**config.mk**
```make
export PLATFORM = sky130hd
export DESIGN_NAME = segment_transition_scheduler_flat
export DESIGN_NICKNAME = d
export VERILOG_FILES = /design/src/rtl/segment_transition_scheduler_pkg.sv /design/src/rtl/segment_transition_scheduler_if.sv /design/src/rtl/segment_transition_scheduler_idx_wrap_detector.sv /design/src/rtl/segment_transition_scheduler.sv /design/src/flat_wrapper.sv
export SDC_FILE = /design/constraint.sdc
export NUM_CORES = 1
export LEC_CHECK = 0
export ABC_AREA = 1
export BUFFER_PORTS_ARGS = -buffer_cell sky130_fd_sc_hd__clkbuf_2
export CAP_MARGIN = 20
export CORE_MARGIN = 2
export CORE_UTILIZATION = 57
export DETAILED_ROUTE_END_ITERATION = 7
export MAX_ROUTING_LAYER = met4
export PLACE_DENSITY_LB_ADDON = 0.05
export SLEW_MARGIN = 10
export SYNTH_ARGS = -nofsm -noshare
export SYNTH_HDL_FRONTEND = slang
export SYNTH_SLANG_ARGS = --single-unit
export TNS_END_PERCENT = 1
```
**constraint.sdc**
```tcl
create_clock -name CLK -period 3.9 [get_ports CLK]
set_clock_uncertainty 0.2 [all_clocks]
set_input_delay 0.195 -clock CLK [delete_from_list [all_inputs] [get_ports CLK]]
set_output_delay 0.195 -clock CLK [all_outputs]
set_load 0.02 [all_outputs]
```
**src/rtl/segment_transition_scheduler_pkg.sv**
```systemverilog
// Shared types and constants for the segment transition scheduler.
// Optional build macro used by this block: SEGMENT_SCHED_LATE_EN.
package segment_transition_scheduler_pkg;

  // Transition condition codes written by the controller register file.
  typedef enum logic [7:0] {
    TRANSITION_MODE_SYNC_IDX = 8'h00,
    TRANSITION_MODE_SYS_TIME = 8'h01,
    TRANSITION_MODE_GPIO     = 8'h02,
    TRANSITION_MODE_EXT      = 8'hF0
  } transition_mode_t;

  typedef enum logic [1:0] {
    SCHED_RUN     = 2'd0,
    SCHED_WAIT    = 2'd1,
    SCHED_STOPPED = 2'd2
  } seg_sched_state_t;

  localparam int unsigned SchedRepWidth = 16;
  // Repeat count meaning "loop forever".
  localparam logic [SchedRepWidth-1:0] RepInfinite = {SchedRepWidth{1'b1}};

  // Rising edge on the selected GPIO line, given the previous sample.
  function automatic logic gpio_rise(input logic [3:0] cur,
                                     input logic [3:0] prev,
                                     input logic [1:0] sel);
    return cur[sel] & ~prev[sel];
  endfunction

endpackage

```
**src/rtl/segment_transition_scheduler_if.sv**
```systemverilog
// Request bus from the controller register file into the scheduler.
interface segment_transition_scheduler_if #(
  parameter int RepWidth = 16
);
  logic                UPDATE;
  logic                REQ_RD_SEGMENT;
  logic [RepWidth-1:0] REP;
  logic [7:0]          TRANSITION_MODE;
  logic [63:0]         TRANSITION_VALUE;

  modport master (
    output UPDATE, REQ_RD_SEGMENT, REP, TRANSITION_MODE, TRANSITION_VALUE
  );

  modport slave (
    input UPDATE, REQ_RD_SEGMENT, REP, TRANSITION_MODE, TRANSITION_VALUE
  );
endinterface

```
**src/rtl/segment_transition_scheduler_idx_wrap_detector.sv**
```systemverilog
// Detects the running segment wrapping from its last index back to 0.
// WRAP is combinational on the current IDX so the scheduler reacts in the
// same cycle the counter shows index 0.
module idx_wrap_detector #(
  parameter int IdxWidth = 15
) (
  input  logic                CLK,
  input  logic                RST,
  input  logic [IdxWidth-1:0] IDX,
  input  logic [IdxWidth-1:0] CYCLE,
  output logic                WRAP
);

  logic [IdxWidth-1:0] idx_prev_q;

  // Previous-index register used to spot the CYCLE -> 0 step.
  always_ff @(posedge CLK) begin
    if (RST) begin
      idx_prev_q <= {IdxWidth{1'b0}};
    end else begin
      idx_prev_q <= IDX;
    end
  end

  assign WRAP = (idx_prev_q == CYCLE) && (IDX == {IdxWidth{1'b0}});

endmodule

```
**src/rtl/segment_transition_scheduler.sv**
```systemverilog
// Segment transition scheduler: latches a segment swap request, waits for
// its transition condition, swaps SEGMENT with a START pulse, and counts
// finite repeats to raise STOP.
// Optional build macro: SEGMENT_SCHED_LATE_EN adds the LATE output.
module segment_transition_scheduler
  import segment_transition_scheduler_pkg::*;
#(
  parameter int SysTimeWidth = 56,
  parameter int IdxWidth     = 15,
  parameter int RepWidth     = SchedRepWidth
) (
  input  logic                          CLK,
  input  logic                          RST,
  segment_transition_scheduler_if.slave req,
  input  logic [SysTimeWidth-1:0]       SYS_TIME,
  input  logic [3:0]                    GPIO_IN,
  input  logic [IdxWidth-1:0]           IDX,
  input  logic [IdxWidth-1:0]           CYCLE,
  output logic                          SEGMENT,
  output logic                          START,
  output logic                          STOP,
  output logic                          PENDING
`ifdef SEGMENT_SCHED_LATE_EN
  ,output logic                         LATE
`endif
);

  localparam logic [RepWidth-1:0] RepInf = {RepWidth{1'b1}};
  localparam logic [RepWidth-1:0] RepOne = {{(RepWidth-1){1'b0}}, 1'b1};

  seg_sched_state_t    state_q, state_d;
  logic                seg_q, seg_d;
  logic                start_q, start_d;
  logic                stop_q, stop_d;
  logic                pending_q, pending_d;
  logic                req_seg_q, req_seg_d;
  logic [RepWidth-1:0] rep_q, rep_d;
  logic [RepWidth-1:0] cnt_q, cnt_d;
  logic [7:0]          mode_q, mode_d;
  logic [63:0]         value_q, value_d;
  logic                from_stop_q, from_stop_d;  // request issued while stopped
  logic                ext_q, ext_d;              // EXT auto-toggle active
  logic [3:0]          gpio_prev_q;
  logic                wrap_s;
  logic                cond_s;
  logic                unused_value_bits_s;

  assign unused_value_bits_s = ^value_q[63:SysTimeWidth];

  idx_wrap_detector #(
    .IdxWidth(IdxWidth)
  ) u_wrap (
    .CLK  (CLK),
    .RST  (RST),
    .IDX  (IDX),
    .CYCLE(CYCLE),
    .WRAP (wrap_s)
  );

  // Previous GPIO sample for rising-edge detection.
  always_ff @(posedge CLK) begin
    if (RST) begin
      gpio_prev_q <= 4'b0000;
    end else begin
      gpio_prev_q <= GPIO_IN;
    end
  end

  // Transition condition for the pending request; unknown codes act as SYNC_IDX.
  // A stopped datapath never wraps, so a sync request issued from STOPPED fires at once.
  always_comb begin
    cond_s = 1'b0;
    case (mode_q)
      TRANSITION_MODE_SYS_TIME: cond_s = (SYS_TIME >= value_q[SysTimeWidth-1:0]);
      TRANSITION_MODE_GPIO:     cond_s = gpio_rise(GPIO_IN, gpio_prev_q, value_q[1:0]);
      default:                  cond_s = wrap_s | from_stop_q;
    endcase
  end

  // Next-state and output logic; a new UPDATE always takes priority.
  always_comb begin
    state_d     = state_q;
    seg_d       = seg_q;
    start_d     = 1'b0;
    stop_d      = stop_q;
    pending_d   = pending_q;
    req_seg_d   = req_seg_q;
    rep_d       = rep_q;
    cnt_d       = cnt_q;
    mode_d      = mode_q;
    value_d     = value_q;
    from_stop_d = from_stop_q;
    ext_d       = ext_q;
    if (req.UPDATE) begin
      req_seg_d   = req.REQ_RD_SEGMENT;
      rep_d       = req.REP;
      mode_d      = req.TRANSITION_MODE;
      value_d     = req.TRANSITION_VALUE;
      from_stop_d = (state_q == SCHED_STOPPED) || ((state_q == SCHED_WAIT) && from_stop_q);
      pending_d   = 1'b1;
      state_d     = SCHED_WAIT;
    end else begin
      case (state_q)
        SCHED_WAIT: begin
          if (cond_s) begin
            seg_d       = req_seg_q;
            start_d     = 1'b1;
            stop_d      = 1'b0;
            pending_d   = 1'b0;
            cnt_d       = {RepWidth{1'b0}};
            from_stop_d = 1'b0;
            ext_d       = (mode_q == TRANSITION_MODE_EXT);
            state_d     = SCHED_RUN;
          end else begin
            state_d = SCHED_WAIT;
          end
        end
        SCHED_RUN: begin
          if (wrap_s) begin
            if (ext_q) begin
              seg_d   = ~seg_q;
              start_d = 1'b1;
            end else if (rep_q == RepInf) begin
              cnt_d = cnt_q;
            end else if (cnt_q == rep_q) begin
              stop_d  = 1'b1;
              state_d = SCHED_STOPPED;
            end else begin
              cnt_d = cnt_q + RepOne;
            end
          end else begin
            state_d = SCHED_RUN;
          end
        end
        SCHED_STOPPED: begin
          state_d = SCHED_STOPPED;
        end
        default: begin
          state_d   = SCHED_RUN;
          pending_d = 1'b0;
        end
      endcase
    end
  end

  // State and output registers.
  always_ff @(posedge CLK) begin
    if (RST) begin
      state_q     <= SCHED_RUN;
      seg_q       <= 1'b0;
      start_q     <= 1'b0;
      stop_q      <= 1'b0;
      pending_q   <= 1'b0;
      req_seg_q   <= 1'b0;
      rep_q       <= RepInf;
      cnt_q       <= {RepWidth{1'b0}};
      mode_q      <= 8'h00;
      value_q     <= 64'h0;
      from_stop_q <= 1'b0;
      ext_q       <= 1'b0;
    end else begin
      state_q     <= state_d;
      seg_q       <= seg_d;
      start_q     <= start_d;
      stop_q      <= stop_d;
      pending_q   <= pending_d;
      req_seg_q   <= req_seg_d;
      rep_q       <= rep_d;
      cnt_q       <= cnt_d;
      mode_q      <= mode_d;
      value_q     <= value_d;
      from_stop_q <= from_stop_d;
      ext_q       <= ext_d;
    end
  end

  assign SEGMENT = seg_q;
  assign START   = start_q;
  assign STOP    = stop_q;
  assign PENDING = pending_q;

`ifdef SEGMENT_SCHED_LATE_EN
  logic late_q, late_d;

  // LATE marks a SYS_TIME request already past its target when latched.
  always_comb begin
    late_d = late_q;
    if (req.UPDATE) begin
      late_d = (req.TRANSITION_MODE == TRANSITION_MODE_SYS_TIME) &&
               (SYS_TIME >= req.TRANSITION_VALUE[SysTimeWidth-1:0]);
    end else begin
      late_d = late_q;
    end
  end

  // LATE flag register.
  always_ff @(posedge CLK) begin
    if (RST) begin
      late_q <= 1'b0;
    end else begin
      late_q <= late_d;
    end
  end

  assign LATE = late_q;
`endif

endmodule

```
**src/flat_wrapper.sv**
```systemverilog
// flat-port wrapper written by rule: the top's interface ports become plain ports
module segment_transition_scheduler_flat import segment_transition_scheduler_pkg::*;
#(
  parameter int SysTimeWidth = 56,
  parameter int IdxWidth     = 15,
  parameter int RepWidth     = SchedRepWidth
)
  (CLK, RST, SYS_TIME, GPIO_IN, IDX, CYCLE, SEGMENT, START, STOP, PENDING, req_UPDATE, req_REQ_RD_SEGMENT, req_REP, req_TRANSITION_MODE, req_TRANSITION_VALUE);
  segment_transition_scheduler_if #(.RepWidth(RepWidth)) req_i ();
  input  logic CLK;
  input  logic RST;
  input  logic [SysTimeWidth-1:0] SYS_TIME;
  input  logic [3:0] GPIO_IN;
  input  logic [IdxWidth-1:0] IDX;
  input  logic [IdxWidth-1:0] CYCLE;
  output logic SEGMENT;
  output logic START;
  output logic STOP;
  output logic PENDING;
  input wire logic [$bits(req_i.UPDATE)-1:0] req_UPDATE;
  input wire logic [$bits(req_i.REQ_RD_SEGMENT)-1:0] req_REQ_RD_SEGMENT;
  input wire logic [$bits(req_i.REP)-1:0] req_REP;
  input wire logic [$bits(req_i.TRANSITION_MODE)-1:0] req_TRANSITION_MODE;
  input wire logic [$bits(req_i.TRANSITION_VALUE)-1:0] req_TRANSITION_VALUE;
  assign req_i.UPDATE = req_UPDATE;
  assign req_i.REQ_RD_SEGMENT = req_REQ_RD_SEGMENT;
  assign req_i.REP = req_REP;
  assign req_i.TRANSITION_MODE = req_TRANSITION_MODE;
  assign req_i.TRANSITION_VALUE = req_TRANSITION_VALUE;
  segment_transition_scheduler #(.SysTimeWidth(SysTimeWidth), .IdxWidth(IdxWidth), .RepWidth(RepWidth)) u_core (.CLK(CLK), .RST(RST), .req(req_i), .SYS_TIME(SYS_TIME), .GPIO_IN(GPIO_IN), .IDX(IDX), .CYCLE(CYCLE), .SEGMENT(SEGMENT), .START(START), .STOP(STOP), .PENDING(PENDING));
endmodule
```
# Word level (Yosys, flattened, before mapping)
# Index checks and enable logic that the tools add are counted.
dict set report word_totals {
  ramBits 0
  ff_bits 124
  latch_bits 0
  wordCells 100
  in_bits 182
  mem_count 0
  romBits 0
}
dict set report classes {
  multipliers 0
  div 0
  magnitude_cmp 2
  n_bitwise 5
  n_reduce_logical 18
  addsub 1
  n_mux 36
  n_eq_ne 23
  shifts 0
}
# op count
set ops {}
lappend ops {{two-way mux 16 bit} 5}
lappend ops {{greater-or-equal comparator 56 bit} 1}
lappend ops {{case mux 16 bit (2 select lines)} 1}
lappend ops {{two-way mux 1 bit} 18}
lappend ops {{adder 16 x 1 -> 16 bit (second input constant)} 1}
lappend ops {{equality test 16 bit} 1}
lappend ops {{equality test 16 bit (second input constant)} 1}
lappend ops {{equality test 15 bit} 1}
lappend ops {{logical NOT 15 bit} 1}
lappend ops {{AND reduction 7 bit} 2}
lappend ops {{inequality test 4 bit (second input constant)} 3}
lappend ops {{inequality test 2 x 1 -> 1 bit (second input constant)} 5}
lappend ops {{case mux 1 bit (2 select lines)} 5}
lappend ops {{inequality test 3 bit (second input constant)} 3}
lappend ops {{AND reduction 3 bit} 3}
lappend ops {{equality test 8 x 1 -> 1 bit (second input constant)} 1}
lappend ops {{equality test 8 x 2 -> 1 bit (second input constant)} 1}
lappend ops {{equality test 8 bit (second input constant)} 1}
lappend ops {{two-way mux 2 bit} 4}
lappend ops {{inequality test 2 bit (second input constant)} 3}
lappend ops {{case mux 2 bit (3 select lines)} 1}
lappend ops {{nonzero test 2 bit} 3}
lappend ops {{AND reduction 5 bit} 1}
lappend ops {{binary-select mux 1 bit (select 2 bit)} 2}
lappend ops {{12 further kinds} 17}

# Logic depth before layout (Yosys ltp)
dict set report logic_depth {
  depth_word 8
  ltp_mapped 19
}

# Modules after synthesis
# Synthesis repeated with hierarchy kept, for this count alone.
dict set report unflattened {
  cells_unflattened 955
  hier_area_um2 6885.4
}
# module cells_per_inst area_per_inst_um2 instances
set modules_own_cells {}
lappend modules_own_cells {segment_transition_scheduler 847 6182.2 1}
lappend modules_own_cells {idx_wrap_detector 108 703.2 1}

# Worst setup path before layout
# Ideal clock, no wire load.
dict set report synth_timing {
  path_type {reg-to-reg}
  from {register u_core.value_q[55]}
  to {register u_core.cnt_q[11]}
  t_arrival_ns 1.746
  setup_time_ns 0.135
  path_stages_with_launch 17
  required_ns 3.565
  slack_ns 1.820
  path_cell_list {dfxtp_1 -> inv_1 -> ha_1 -> nand2_1 -> nor2_1 -> nand2_1 -> nor2_1 -> nand3_1 -> a21oi_1 -> nor2_1 -> nand2_1 -> nand2_2 -> nand3_4 -> nand2_4 -> buf_6 -> nand2_1 -> a21oi_2}
}
dict set report synth_between {
  elab_chain_cells 4
}
# item line_no
set synth_rtl {}
lappend synth_rtl {{from (decl)} segment_transition_scheduler.sv:40} ;# logic [63:0] value_q, value_d;
lappend synth_rtl {{from (signal assigned)} segment_transition_scheduler.sv:171} ;# value_q <= value_d;
lappend synth_rtl {{greater-or-equal comparator 56 bit} segment_transition_scheduler.sv:74} ;# TRANSITION_MODE_SYS_TIME: cond_s = (SYS_TIME >= value_q[SysTimeWidth-1:0]);
lappend synth_rtl {{case mux 1 bit (2 select lines)} segment_transition_scheduler.sv:73} ;# case (mode_q)
lappend synth_rtl {{inequality test 2 x 1 -> 1 bit (no line)} --}
lappend synth_rtl {{AND reduction 7 bit (no line)} --}
lappend synth_rtl {{to (signal assigned)} segment_transition_scheduler.sv:156} ;# cnt_q <= {RepWidth{1'b0}};
lappend synth_rtl {{to (signal assigned)} segment_transition_scheduler.sv:169} ;# cnt_q <= cnt_d;
lappend synth_rtl {{to (decl)} segment_transition_scheduler.sv:38} ;# logic [RepWidth-1:0] cnt_q, cnt_d;
# No other way between the ends.
# A chain may end at the register's enable or synchronous reset.

# Final worst setup path
dict set report layout_timing {
  from {register u_core.value_q[54]}
  to {register u_core.cnt_q[11]}
}
# Same word-level chain as after synthesis.

==> flow_summary.toml <==
[outcome]
run_status = "complete, but fails checks"
failed_checks = "design-rule violations"

[finish]
diodes = 0
drive_gt1_share_pct = 18.8
nets = 1455
fillCellCount = 794
final_util_pct = 80.7
layout_commonest_cell = "clkbuf_2"
mostFrequentLayoutCells = "clkbuf_2, nand2_1, inv_1, dfxtp_1, a21oi_1"
area_growth_pct = 36.7
finalInstanceArea_um2 = 9290

[logic_synthesis]
synth.avg_cell_area_um2 = 7.12
seq_area_frac_synth_pct = 36.5
syn_area_um2 = 6800
ys_types = 36
synth_fp_nets = 1193
synth_seq_cells = 124
ys_warn_count = 0
synth_flop_cell = "dfxtp_1"
async_reset_ff_share_pct = 0
synth_edf_count = 0
synth_cells = 954

[critical_path]
crit_fanout = 22
critPathKind = "flip-flop to flip-flop"
end_kind = "flip-flop"
cp_data_required_time_ns = 3.99
r2r_cells = 15
startpoint_type = "flip-flop"
cp.arrival_ns = 2.65

[place]
dpl.hpwl_mm = 11.3
io_buffers = 177
place_congestion = 0.874
placed_area_um2 = 7730

[timing]
rsz0062_at_grt = "no"
slew_headroom_pct = 57.8
finalMaxSlewViolations = 0
period_share_pct = 65.7
finalSetupViolCount = 0
tns_ns = 0
timing.fmax_ghz = 0.390
period_needed_ns = 2.56
worst_pin_slew_ns = 0.633
hold_violations = 0

[pwr]
peakVddDrop_v = 0.000332
sequentialPowerShare_pct = 39.7
leakage_nw = 4.48
p_comb_share_pct = 16.3
p_per_area_nw_per_um2 = 372
swShare_pct = 25.7
clkPwrFrac_pct = 43.9
internal_power_mw = 2.57
switchingPower_uw = 887

[routing]
ant_nets = 0
dr.pass1.iters = 8
drt_iter0_drc = 444
vias = 6943
drc = 6
routed_wl_mm = 18.5
drt-vias-per-instance = 5.06
post_drt_wl_per_cell_um = 13.5

[clock_network]
cts_tree = "done"
clk_latency_ns = 0.42
root_buffer = "clkbuf_16"
cts_max_level = 4
cts_buffer_depth = 2
post_cts_buffers = 0
clock_sinks = 124
clkTransAtPathRegs_ns = 0.05
numCtsBuffers = 17

[floorplan]
core_um2 = 11500
num_io_pins = 186
die_h_um = 113
fp.dieW_um = 113
initial_core_util_pct = 59.0
rows = 39
die_area_um2 = 12800

[global_route]
antenna_found_initial = 0
grt_overflow = 0
grt_pass1_wl_mm = 30.6
grt_pass1_vias = 6932
grt_max_degree = 111
grtUsageTotal_pct = 30.6

[min_path]
min_path_type = "input port to flip-flop"
hold_depth = 3

[run]
drv_cap = 0
## cells in the mapped netlist, types with 2 or more instances
cell	n	area share (%)
a21o_1	5	0.55
a21oi_1	118	8.7
a21oi_2	6	0.77
buf_2	2	0.15
buf_4	2	0.22
clkbuf_1	31	1.7
dfxtp_1	124	37
ha_1	57	10
inv_1	144	8.0
inv_2	2	0.11
nand2_1	166	9.2
nand2_2	3	0.28
nand3_1	34	2.5
nand3b_1	2	0.22
nand4_1	10	0.92
nor2_1	102	5.6
nor3_1	12	0.88
nor3_2	2	0.29
nor4_1	4	0.37
o21ai_0	82	6.0
or2_1	3	0.28
xnor2_1	13	1.7
xor2_1	17	2.2
## cell families (layout without fill, tap and decap cells)
family	Yosys count	after routing	synth area share [%]
compound gates	213	213	16.4
xor+xnor	30	30	3.87
fa+ha+maj	57	57	10.5
buf+inv	184	458	10.6
flops	124	124	36.5
simple gates	346	346	22.1
## final timing paths
check | endpoint | slack [ns] | start
worst max-delay path | u_core.cnt_q[11] | 1.34 | u_core.value_q[54]
worst min-delay path | u_core.gpio_prev_q[0] | 0.14 | RST
worst max register to register | u_core.cnt_q[11] | 1.34 | u_core.value_q[54]
worst min register to register | u_core.STOP | 0.26 | u_core.STOP
## final cells by class
type / instances / area, µm² / share of cell area, %
clock buffer: 22 / 464 / 4.99
clock inverter: 9 / 95.1 / 1.02
inverter: 146 / 549 / 5.91
multi-input combinational: 646 / 3590 / 38.7
sequential: 124 / 2480 / 26.7
tap: 143 / 179 / 1.93
timing repair buffer: 281 / 1930 / 20.8
## routing by layer
metal  global-route usage (%)  wire [µm]  vias to the layer above
li1                         -          -                     3594
met1                     32.4       7530                     3102
met2                     53.7       9410                      193
met3                     7.82        985                       54
met4                     13.4        612                        0
met5                        -          0                        -
## power groups by stage
| stage | Clock, mW | Combinational [mW] | Sequential, mW |
|---|---|---|---|
| finish | 1.52 | 0.565 | 1.37 |
| global route | 1.58 | 0.642 | 1.38 |
| CTS | 1.53 | 0.550 | 1.37 |
| detailed placement | 0 | 0.462 | 1.40 |
| global placement | 0 | 0.450 | 1.40 |
| floorplan | 0 | 0.309 | 1.39 |
## stage by stage
| stage | total power, mW | hold slack [ns] | setup WS (ns) | std cells |
|---|---|---|---|---|
| floorplan | 1.70 | 0.102 | 1.82 | 954 |
| global route | 3.60 | 0.173 | 1.01 | 1371 |
| global placement | 1.85 | 0.205 | 1.37 | 1240 |
| detailed placement | 1.86 | 0.208 | 1.34 | 1240 |
| finish | 3.46 | 0.140 | 1.34 | 1371 |
| CTS | 3.45 | 0.136 | 1.30 | 1371 |
## repair_timing
action | 4_1_cts | 5_1_grt
hold endpoints to repair | 100 | 0
hold buffers | 100 | 0
gates resized for setup | 0 | 0
## flip-flops by register name, indices dropped and copies added, names as in the netlist
| register | count |
|---|---|
| u_core.req_seg_q | 1 |
| u_core.gpio_prev_q | 4 |
| u_core.u_wrap.idx_prev_q | 15 |
| u_core.SEGMENT | 1 |
| u_core.STOP | 1 |
| u_core.cnt_q | 16 |
| u_core.value_q | 56 |
| u_core.PENDING | 1 |
| u_core.mode_q | 8 |
| u_core.from_stop_q | 1 |
| u_core.ext_q | 1 |
| u_core.state_q | 2 |
| u_core.START | 1 |
| u_core.rep_q | 16 |
## worst max-delay path, stage by stage (launching register included)
cell	delay (ns)
dfxtp_1	0.31
inv_1	0.05
ha_1	0.28
nand2_1	0.07
nor2_1	0.15
nand2_1	0.11
nor2_1	0.16
nand3_1	0.12
a21oi_1	0.14
nor2_1	0.06
nand2_1	0.12
nand2_2	0.09
nand3_4	0.21
nand2_4	0.19
nand2_1	0.12
a21oi_2	0.05
(Power assumes the default switching activity.)
